$ cat config.mk
export PLATFORM = sky130hd
export DESIGN_NAME = vga_plot_arbiter_flat
export DESIGN_NICKNAME = d
export VERILOG_FILES = /design/src/rtl/vga_plot_arbiter_if.sv /design/src/rtl/vga_plot_arbiter.sv /design/src/flat_wrapper.sv
export SDC_FILE = /design/constraint.sdc
export NUM_CORES = 1
export LEC_CHECK = 0
export CORE_ASPECT_RATIO = 1.75
export CORE_UTILIZATION = 26
export CTS_CLUSTER_SIZE = 20
export DETAILED_ROUTE_END_ITERATION = 12
export GPL_TIMING_DRIVEN = 0
export SLEW_MARGIN = 20
export SYNTH_ARGS = -nofsm -noshare
export SYNTH_HDL_FRONTEND = slang
export SYNTH_HIERARCHICAL = 1
export SYNTH_SLANG_ARGS = --single-unit
$ cat constraint.sdc
create_clock -name clk -period 8.6 [get_ports clk]
set_input_delay 2.15 -clock clk [delete_from_list [all_inputs] [get_ports clk]]
set_output_delay 2.15 -clock clk [all_outputs]
set_load 0.02 [all_outputs]
$ cat src/rtl/vga_plot_arbiter_if.sv
// Pixel-write bus between the drawing datapaths and the plot arbiter, plus the
// arbiter's plot port toward the VGA adapter.
interface vga_plot_arbiter_if;
    logic [2:0]  src_valid;
    logic [2:0]  src_ready;
    logic [14:0] src0_coord;
    logic [14:0] src1_coord;
    logic [14:0] src2_coord;
    logic [8:0]  src0_colour;
    logic [8:0]  src1_colour;
    logic [8:0]  src2_colour;
    logic        vga_hold;
    logic [7:0]  vga_x;
    logic [6:0]  vga_y;
    logic [8:0]  vga_colour;
    logic        vga_plot;

    modport slave (
        input  src_valid, src0_coord, src1_coord, src2_coord,
               src0_colour, src1_colour, src2_colour, vga_hold,
        output src_ready, vga_x, vga_y, vga_colour, vga_plot
    );

    modport master (
        output src_valid, src0_coord, src1_coord, src2_coord,
               src0_colour, src1_colour, src2_colour, vga_hold,
        input  src_ready, vga_x, vga_y, vga_colour, vga_plot
    );
endinterface

$ cat src/rtl/vga_plot_arbiter.sv
// Round-robin merge of three pixel-write sources into a FIFO that drains into
// the VGA adapter plot port at one pixel per cycle; off-screen pixels are dropped.
module vga_plot_lane (
    input  logic [14:0] coord,
    output logic [7:0]  x,
    output logic [6:0]  y,
    output logic        on_screen
);
    assign x         = coord[14:7];
    assign y         = coord[6:0];
    assign on_screen = (x < 8'd160) && (y < 7'd120);
endmodule

module vga_plot_arbiter #(
    parameter int FIFO_DEPTH = 16,
    parameter int CNT_W      = $clog2(FIFO_DEPTH) + 1
) (
    input  logic                 clk,
    input  logic                 resetn,
    vga_plot_arbiter_if.slave    bus,
    output logic [CNT_W-1:0]     fifo_count,
    output logic [15:0]          drop_count
);
    localparam int NUM_SRC = 3;
    localparam int PTR_W   = $clog2(FIFO_DEPTH);

    typedef struct packed {
        logic [7:0] x;
        logic [6:0] y;
        logic [8:0] colour;
    } pixel_t;

    logic [NUM_SRC-1:0][14:0] coord;
    logic [NUM_SRC-1:0][8:0]  colour;
    logic [NUM_SRC-1:0][7:0]  lane_x;
    logic [NUM_SRC-1:0][6:0]  lane_y;
    logic [NUM_SRC-1:0]       lane_ok;

    assign coord  = {bus.src2_coord, bus.src1_coord, bus.src0_coord};
    assign colour = {bus.src2_colour, bus.src1_colour, bus.src0_colour};

    for (genvar g = 0; g < NUM_SRC; g++) begin : g_lane
        vga_plot_lane u_lane (
            .coord     (coord[g]),
            .x         (lane_x[g]),
            .y         (lane_y[g]),
            .on_screen (lane_ok[g])
        );
    end

    logic [1:0]       last_grant;
    logic [1:0]       start;
    logic [1:0]       cand;
    logic [1:0]       gnt_idx;
    logic             gnt_any;
    logic             has_room;
    logic             xfer;
    logic             push;
    logic             drop;
    logic             pop;
    logic [PTR_W-1:0] wr_ptr;
    logic [PTR_W-1:0] rd_ptr;
    pixel_t           mem [FIFO_DEPTH];
    pixel_t           out_px;
    logic             plot_q;

    // Search starts one past the last winner so every source waits at most two transfers.
    always_comb begin
        gnt_idx = 2'd0;
        gnt_any = 1'b0;
        cand    = 2'd0;
        start   = (last_grant == 2'd2) ? 2'd0 : last_grant + 2'd1;
        for (int k = 0; k < NUM_SRC; k++) begin
            cand = 2'((int'(start) + k) % NUM_SRC);
            if (!gnt_any && bus.src_valid[cand]) begin
                gnt_any = 1'b1;
                gnt_idx = cand;
            end
        end
    end

    // Room is judged on current occupancy only; a same-cycle pop earns no credit.
    assign has_room      = fifo_count < CNT_W'(FIFO_DEPTH);
    assign xfer          = resetn && gnt_any && has_room;
    assign bus.src_ready = xfer ? (NUM_SRC'(1) << gnt_idx) : '0;
    assign push          = xfer && lane_ok[gnt_idx];
    assign drop          = xfer && !lane_ok[gnt_idx];
    assign pop           = (fifo_count != '0) && !bus.vga_hold;

    always_ff @(posedge clk) begin
        if (push)
            mem[wr_ptr] <= '{x: lane_x[gnt_idx], y: lane_y[gnt_idx], colour: colour[gnt_idx]};
    end

    always_ff @(posedge clk) begin
        if (!resetn) begin
            last_grant <= 2'd2;
            wr_ptr     <= '0;
            rd_ptr     <= '0;
            fifo_count <= '0;
            drop_count <= '0;
            out_px     <= '0;
            plot_q     <= 1'b0;
        end else begin
            if (xfer)
                last_grant <= gnt_idx;
            if (push)
                wr_ptr <= wr_ptr + PTR_W'(1);
            if (pop) begin
                rd_ptr <= rd_ptr + PTR_W'(1);
                out_px <= mem[rd_ptr];
            end
            plot_q     <= pop;
            fifo_count <= fifo_count + CNT_W'(push) - CNT_W'(pop);
            if (drop && drop_count != 16'hFFFF)
                drop_count <= drop_count + 16'd1;
        end
    end

    assign bus.vga_x      = out_px.x;
    assign bus.vga_y      = out_px.y;
    assign bus.vga_colour = out_px.colour;
    assign bus.vga_plot   = plot_q;
endmodule
$ cat src/flat_wrapper.sv
// flat-port wrapper written by rule: the top's interface ports become plain ports
module vga_plot_arbiter_flat 
#(
    parameter int FIFO_DEPTH = 16,
    parameter int CNT_W      = $clog2(FIFO_DEPTH) + 1
)
  (clk, resetn, fifo_count, drop_count, bus_src_valid, bus_src0_coord, bus_src1_coord, bus_src2_coord, bus_src0_colour, bus_src1_colour, bus_src2_colour, bus_vga_hold, bus_src_ready, bus_vga_x, bus_vga_y, bus_vga_colour, bus_vga_plot);
  vga_plot_arbiter_if bus_i ();
  input  logic clk;
  input  logic resetn;
  output logic [CNT_W-1:0] fifo_count;
  output logic [15:0] drop_count;
  input wire logic [$bits(bus_i.src_valid)-1:0] bus_src_valid;
  input wire logic [$bits(bus_i.src0_coord)-1:0] bus_src0_coord;
  input wire logic [$bits(bus_i.src1_coord)-1:0] bus_src1_coord;
  input wire logic [$bits(bus_i.src2_coord)-1:0] bus_src2_coord;
  input wire logic [$bits(bus_i.src0_colour)-1:0] bus_src0_colour;
  input wire logic [$bits(bus_i.src1_colour)-1:0] bus_src1_colour;
  input wire logic [$bits(bus_i.src2_colour)-1:0] bus_src2_colour;
  input wire logic [$bits(bus_i.vga_hold)-1:0] bus_vga_hold;
  output wire logic [$bits(bus_i.src_ready)-1:0] bus_src_ready;
  output wire logic [$bits(bus_i.vga_x)-1:0] bus_vga_x;
  output wire logic [$bits(bus_i.vga_y)-1:0] bus_vga_y;
  output wire logic [$bits(bus_i.vga_colour)-1:0] bus_vga_colour;
  output wire logic [$bits(bus_i.vga_plot)-1:0] bus_vga_plot;
  assign bus_i.src_valid = bus_src_valid;
  assign bus_i.src0_coord = bus_src0_coord;
  assign bus_i.src1_coord = bus_src1_coord;
  assign bus_i.src2_coord = bus_src2_coord;
  assign bus_i.src0_colour = bus_src0_colour;
  assign bus_i.src1_colour = bus_src1_colour;
  assign bus_i.src2_colour = bus_src2_colour;
  assign bus_i.vga_hold = bus_vga_hold;
  assign bus_src_ready = bus_i.src_ready;
  assign bus_vga_x = bus_i.vga_x;
  assign bus_vga_y = bus_i.vga_y;
  assign bus_vga_colour = bus_i.vga_colour;
  assign bus_vga_plot = bus_i.vga_plot;
  vga_plot_arbiter #(.FIFO_DEPTH(FIFO_DEPTH), .CNT_W(CNT_W)) u_core (.clk(clk), .resetn(resetn), .bus(bus_i), .fifo_count(fifo_count), .drop_count(drop_count));
endmodule
-- Word level (Yosys, flattened, before mapping)
Memory sizes are Yosys's and may differ from the RTL's. A register that Yosys moved wholly into a read port is not among the register bits.
Cells that the tools add are included.
- $add $sub $neg: 8
- divide/modulo/power cells: 3
- order comparisons: 11
- eq/ne operators: 2
- shift-type cells: 1
- muxes and demuxes: 24
- reduce and logical (&&, ||, !) cells: 17
- operators by type and width (cell ; number):
    modulo 32 x 3 -> 32 bit, second input constant ; 2
    modulo 3 x 3 -> 32 bit, second input constant ; 1
    < comparator 8 bit, second input constant ; 3
    < comparator 7 bit, second input constant ; 3
    binary-select mux 9 bit (select 2 bit) ; 1
    adder 16 x 1 -> 16 bit, second input constant ; 1
    binary-select mux 8 bit (select 2 bit) ; 1
    != test 16 bit, second input constant ; 1
    binary-select mux 7 bit (select 2 bit) ; 1
    < comparator 2 x 3 -> 1 bit, second input constant ; 4
    logical AND 1 bit ; 11
    two-way mux 1 bit ; 9
    two-way mux 9 bit ; 1
    adder 4 x 1 -> 4 bit, second input constant ; 2
    binary-select mux 1 bit (select 2 bit) ; 4
    two-way mux 2 bit ; 4
    two-way mux 8 bit ; 1
    two-way mux 7 bit ; 1
    adder 5 x 1 -> 5 bit ; 1
    logical NOT 1 bit ; 5
    < comparator 5 bit, second input constant ; 1
    nonzero test 5 bit ; 1
    subtractor 5 x 1 -> 5 bit ; 1
    adder 2 x 1 -> 3 bit, second input constant ; 1
    5 further kinds ; 5
- flip-flop bits (word level): 32
- memory bits (writable): 384
- input port bits: 78
- logic and storage cells: 73
- memories kept: 1
- memory list (name ; depth ; bits a word ; read ports ; clocked after Yosys merged registers in ; wr ports ; line ; source):
    u_core.mem ; 16 ; 24 ; 1 ; 1 ; 1 ; vga_plot_arbiter.sv:63 ; pixel_t mem [FIFO_DEPTH];

-- Longest topological paths before layout
Gate-level depths: netlist (run 1).
- word-level depth: 17
- gate-level depth with buffers: 15
- mapped depth without buffers: 13

-- Hierarchy
The synthesis (run 1) kept the hierarchy.
- by module, submodules not included (module ; instances ; cells each ; area an instance (µm²) ; sequential area each (µm²)):
    vga_plot_arbiter ; 1 ; 940 ; 17414.2 ; 12652.1
    vga_plot_lane ; 3 ; 17 ; 136.4 ; 0.0

-- Least setup slack after synthesis (run 1)
Ideal clock, no wire load.
- path kind: in2reg
- start: input port resetn
- end: memory u_core/mem[3][0] (netlist name) (enable)
- arrival time: 4982 ps
- data required time: 8165 ps
- slack: 3183 ps
- stages on the path: 8
- path through: buf_4 > inv_4 > or3_1 > buf_6 > nor3_1 > buf_2 > nand2_1 > nor3_1
- word-level cells in the longest chain between the ends: 5
- RTL lines (element ; line ; source):
    start, declared ; flat_wrapper.sv:10 ; input logic resetn;
    logical AND 1 bit (2 in series) ; vga_plot_arbiter.sv:84 ; assign xfer = resetn && gnt_any && has_room;
    logical AND 1 bit ; vga_plot_arbiter.sv:86 ; assign push = xfer && lane_ok[gnt_idx];
    two-way mux 1 bit ; vga_plot_arbiter.sv:91 ; if (push)
    two-way mux 1 bit (not written as such) ; vga_plot_arbiter.sv:92 ; mem[wr_ptr] <= '{x: lane_x[gnt_idx], y: lane_y[gnt_idx], colour: colour[gnt_idx]};
    end, declared ; vga_plot_arbiter.sv:63 ;
No other way between the ends.

-- Final worst setup path (run 1)
- start: input port bus_src_valid[1]
- end: output port bus_src_ready[1]
- word-level cells in the longest chain between the ends: 12
- elaborated cells on any way between the ends: 20
- RTL lines (element ; line ; source):
    start, declared ; flat_wrapper.sv:13 ; input wire logic [$bits(bus_i.src_valid)-1:0] bus_src_valid;
    binary-select mux 1 bit (select 2 bit) ; vga_plot_arbiter.sv:75 ; if (!gnt_any && bus.src_valid[cand]) begin
    two-way mux 1 bit (not written as such) ; vga_plot_arbiter.sv:75 ;
    two-way mux 1 bit ; vga_plot_arbiter.sv:75 ;
    logical NOT 1 bit ; vga_plot_arbiter.sv:75 ;
    logical AND 1 bit ; vga_plot_arbiter.sv:75 ;
    two-way mux 1 bit ; vga_plot_arbiter.sv:75 ;
    logical NOT 1 bit ; vga_plot_arbiter.sv:75 ;
    logical AND 1 bit ; vga_plot_arbiter.sv:75 ;
    two-way mux 1 bit ; vga_plot_arbiter.sv:75 ;
    logical AND 1 bit (2 in series) ; vga_plot_arbiter.sv:84 ;
    two-way mux 3 bit * ; vga_plot_arbiter.sv:85 ; assign bus.src_ready = xfer ? (NUM_SRC'(1) << gnt_idx) : '0;
    end, declared ; flat_wrapper.sv:21 ; output wire logic [$bits(bus_i.src_ready)-1:0] bus_src_ready;
Every way passes the cells marked *; elsewhere a longest branch is shown, timed or not. The select of a mux whose other input is x is not followed.

==> results of run 1 <==
==> cell usage after synthesis (12+ instances only) <==
master,n
nand2_1,14
mux2i_1,53
o21ai_0,28
inv_1,34
and3_1,16
nor2_1,48
mux4_2,96
buf_4,46
buf_2,14
clkbuf_1,27
dfxtp_1,56
a21oi_1,35
a222oi_1,24
ha_1,12
edfxtp_1,384
==> worst max-delay path: cells and delay by family <==
kind | cells | cell delay (ns)
buffers and inverters | 3 | 1.38
AND/OR/NAND/NOR | 3 | 0.62
==> power breakdown <==
part	switching (mW)	internal [mW]	total [mW]	leakage [nW]
Sequential	0.0546	2.51	2.56	3.93
Combinational	0.719	0.583	1.30	2.26
Clock	0.766	1.05	1.82	0.667
==> placed cells by master, fill, tap and decap left out, types with 24 or more instances in the layout <==
cell type / synthesis / final
inv_1: 34 / 34
dfxtp_1: 56 / 56
mux2i_1: 53 / 53
o21ai_0: 28 / 28
clkdlybuf4s50_1: 0 / 101
buf_4: 46 / 46
clkbuf_1: 27 / 36
edfxtp_1: 384 / 384
clkbuf_16: 0 / 41
a222oi_1: 24 / 24
nor2_1: 48 / 48
mux4_2: 96 / 96
a21oi_1: 35 / 35
==> metal layers <==
layer  global-route usage  part of all wire
met1                0.155              0.41
met2                0.227              0.53
met3               0.0162             0.047
met4               0.0382             0.021
met5                    0                 0
==> state kept, by name (all words and copies together) (netlist names) <==
signal	count
u_core/wr_ptr	4
u_core/bus.vga_y	7
u_core/mem	384
u_core/bus.vga_x	8
u_core/bus.vga_colour	9
u_core/rd_ptr	4
u_core/last_grant	2
u_core/drop_count	16
u_core/fifo_count	5
u_core/bus.vga_plot	1
==> logic make-up (layout without fill, tap and decap cells) <==
kind of cell,after synthesis,count (layout),share of synthesized area
DFF,440,440,0.710
muxes,149,149,0.151
and+or+nand+nor,132,132,0.0385
buffers and inverters,130,324,0.0390
AOI/OAI and AO/OA,114,114,0.0456
adders and majority gates,13,13,0.00955
xor gates and xnor gates,13,13,0.00639
==> path summary, 6_finish.rpt <==
path | end | slack (ns) | depth (start not counted) | from
min reg2reg | u_core/bus.vga_colour[6]$_SDFFE_PN0P_ | 0.47 | 2 | u_core/bus.vga_colour[6]$_SDFFE_PN0P_
max | bus_src_ready[1] | 2.30 | 6 | bus_src_valid[1]
max reg2reg | u_core/fifo_count[4]$_SDFF_PN0_ | 5.17 | 14 | u_core/last_grant[1]$_SDFFE_PN1P_
min | u_core/bus.vga_colour[6]$_SDFFE_PN0P_ | 0.47 | 2 | u_core/bus.vga_colour[6]$_SDFFE_PN0P_
==> through the flow <==
stage | instance area [µm²] | cells | util | power [mW]
CTS | 21700 | 2081 | 0.321 | 5.76
global route | 21700 | 2081 | 0.321 | 5.93
finish | 21700 | 2081 | 0.321 | 5.69
detailed placement | 20300 | 2007 | 0.301 | 3.95
floorplan | 17800 | 991 | - | 3.47
global placement | 20000 | 1988 | 0.295 | 3.91
==> layout make-up <==
type | count | area (µm²) | share of cell area
Clock inverter | 18 | 203 | 0.00934
Tap cell | 896 | 1120 | 0.0517
Clock buffer | 56 | 1140 | 0.0527
Buffer | 95 | 562 | 0.0259
Inverter | 35 | 134 | 0.00617
Sequential cell | 440 | 12700 | 0.583
Multi-Input combinational cell | 421 | 4500 | 0.207
Timing Repair Buffer | 120 | 1380 | 0.0636
==> results.cfg, run 1 <==
[outcome]
status = completed

[setup_path]
startpoint_type = primary input
worst_ep_arrival_time_ns = 4.15
critPathMostFrequentCell = clkdlybuf4s50_1
cpMaxStageDelayCell = clkdlybuf4s50_1
worstPathCellList = clkdlybuf4s50_1, nor3_1, or3_1, buf_6, nor2_1, clkdlybuf4s50_1
required_ns = 6.45
path_class = in -> out
max_stage_delay_ns = 0.64
endpoint_kind = primary output
worst-path-max-fanout = 8

[placement]
place_hpwl_mm = 29.7
portBuffers = 101
place.gp.congestion = 0.741
place_ws_ns = 2.31

[global_routing]
grt_use_total = 0.126
grt_pass1_vias = 10242
grt_overflow = 0
antenna_found_initial = 0
grt_max_degree = 23
grt_pass1_wl_mm = 64.3

[timing]
fin_crit_ns = 6.30
drv_slew = 0
rsz0062_at_grt = no
totalNegativeSetupSlack_ns = 0
setup_ws_ns = 2.30
skew_ns = 0.0145
hold-worst-slack_ns = 0.472
tightest_slew_ns = 1.06
fmax_mhz = 159
slew_headroom = 0.291
hold_viol = 0
fin_crit_sh = 0.733
setup_viol = 0

[synthesis]
synth-async-reset-ratio = 0
netlist_instances = 991
syn_nets = 1082
synth.area.top_cells = edfxtp_1 65%, mux4_2 12%, dfxtp_1 6.3%
yosys_warnings = 6
synth-edff-count = 384
syn_area_um2 = 17800
ys_seq_area_frac = 0.710
synth_cell_types = 53
netlist.area_leader.share = 0.647
yosysTopAreaCell = edfxtp_1
yosys_register_bits = 440
synth-main-ff-cell = edfxtp_1
syn_area_per_cell_um2 = 18.0

[layout]
antenna_cells = 0
area_growth_pct = 21.7
num-nets-final = 1244
num-fill-cells = 6480
drive_gt1_frac = 0.231

[clock_network]
cts_tree = built
clk_latency_ns = 0.54
clock_path_buffers = 3
path_clk_slew_ns = 0.07
cts_made_buffers = 40
root_buffer = clkbuf_16
postCtsSetupBuffers = 0
cts_sinks = 440
htree_levels = 2
ctsHoldBuffers = 0
cts_resized = 0

[detailed_routing]
post-route-drc-count = 0
wire_per_inst_um = 20.8
drt_iter0_markers = 767
vias = 9541
vias_per_cell = 4.58
antenna_left = 0
drt-pass1-iter-count = 7
wl_mm = 43.2

[floorplan]
die_h_um = 348
pin_count = 127
start_util = 0.264
rows = 126
coreArea_um2 = 67600
die-area_um2 = 69600
chipWidth_um = 200

[pwr]
p_per_area_nw_per_um2 = 262
leakagePower_nw = 6.86
peakVddDrop_v = 0.000169

[flow_run]
drv_cap = 0

[min_path]
hp-class = reg -> reg
No activity file was read; power rests on OpenSTA's default activity.
==> inputs of run 2 (changes only) <==
Clock period 8.6 ns to 6.6 ns, I/O delays scaled along.
==> results of run 2 <==
The final DEF is identical to that of run 1. Status: completed.
Main changes from that run: setup slack after placement 2.31 ns -> 1.31 ns; setup slack after layout 2.30 ns -> 1.30 ns; register-to-register setup slack 5.17 ns -> 3.17 ns; total power 5.69 mW -> 7.41 mW; worst IR drop on VDD 0.000169 V -> 0.000220 V
==> inputs of run 3 (changes only) <==
Clock period 6.6 ns to 4.65 ns, I/O delays scaled along.
==> results of run 3 <==
The final DEF is identical to that of run 1. Status: completed.
Main changes from that run: setup slack after placement 2.31 ns -> -0.145 ns; setup slack after layout 2.30 ns -> 0.320 ns; register-to-register setup slack 5.17 ns -> 1.22 ns; total power 5.69 mW -> 10.5 mW; worst IR drop on VDD 0.000169 V -> 0.000313 V
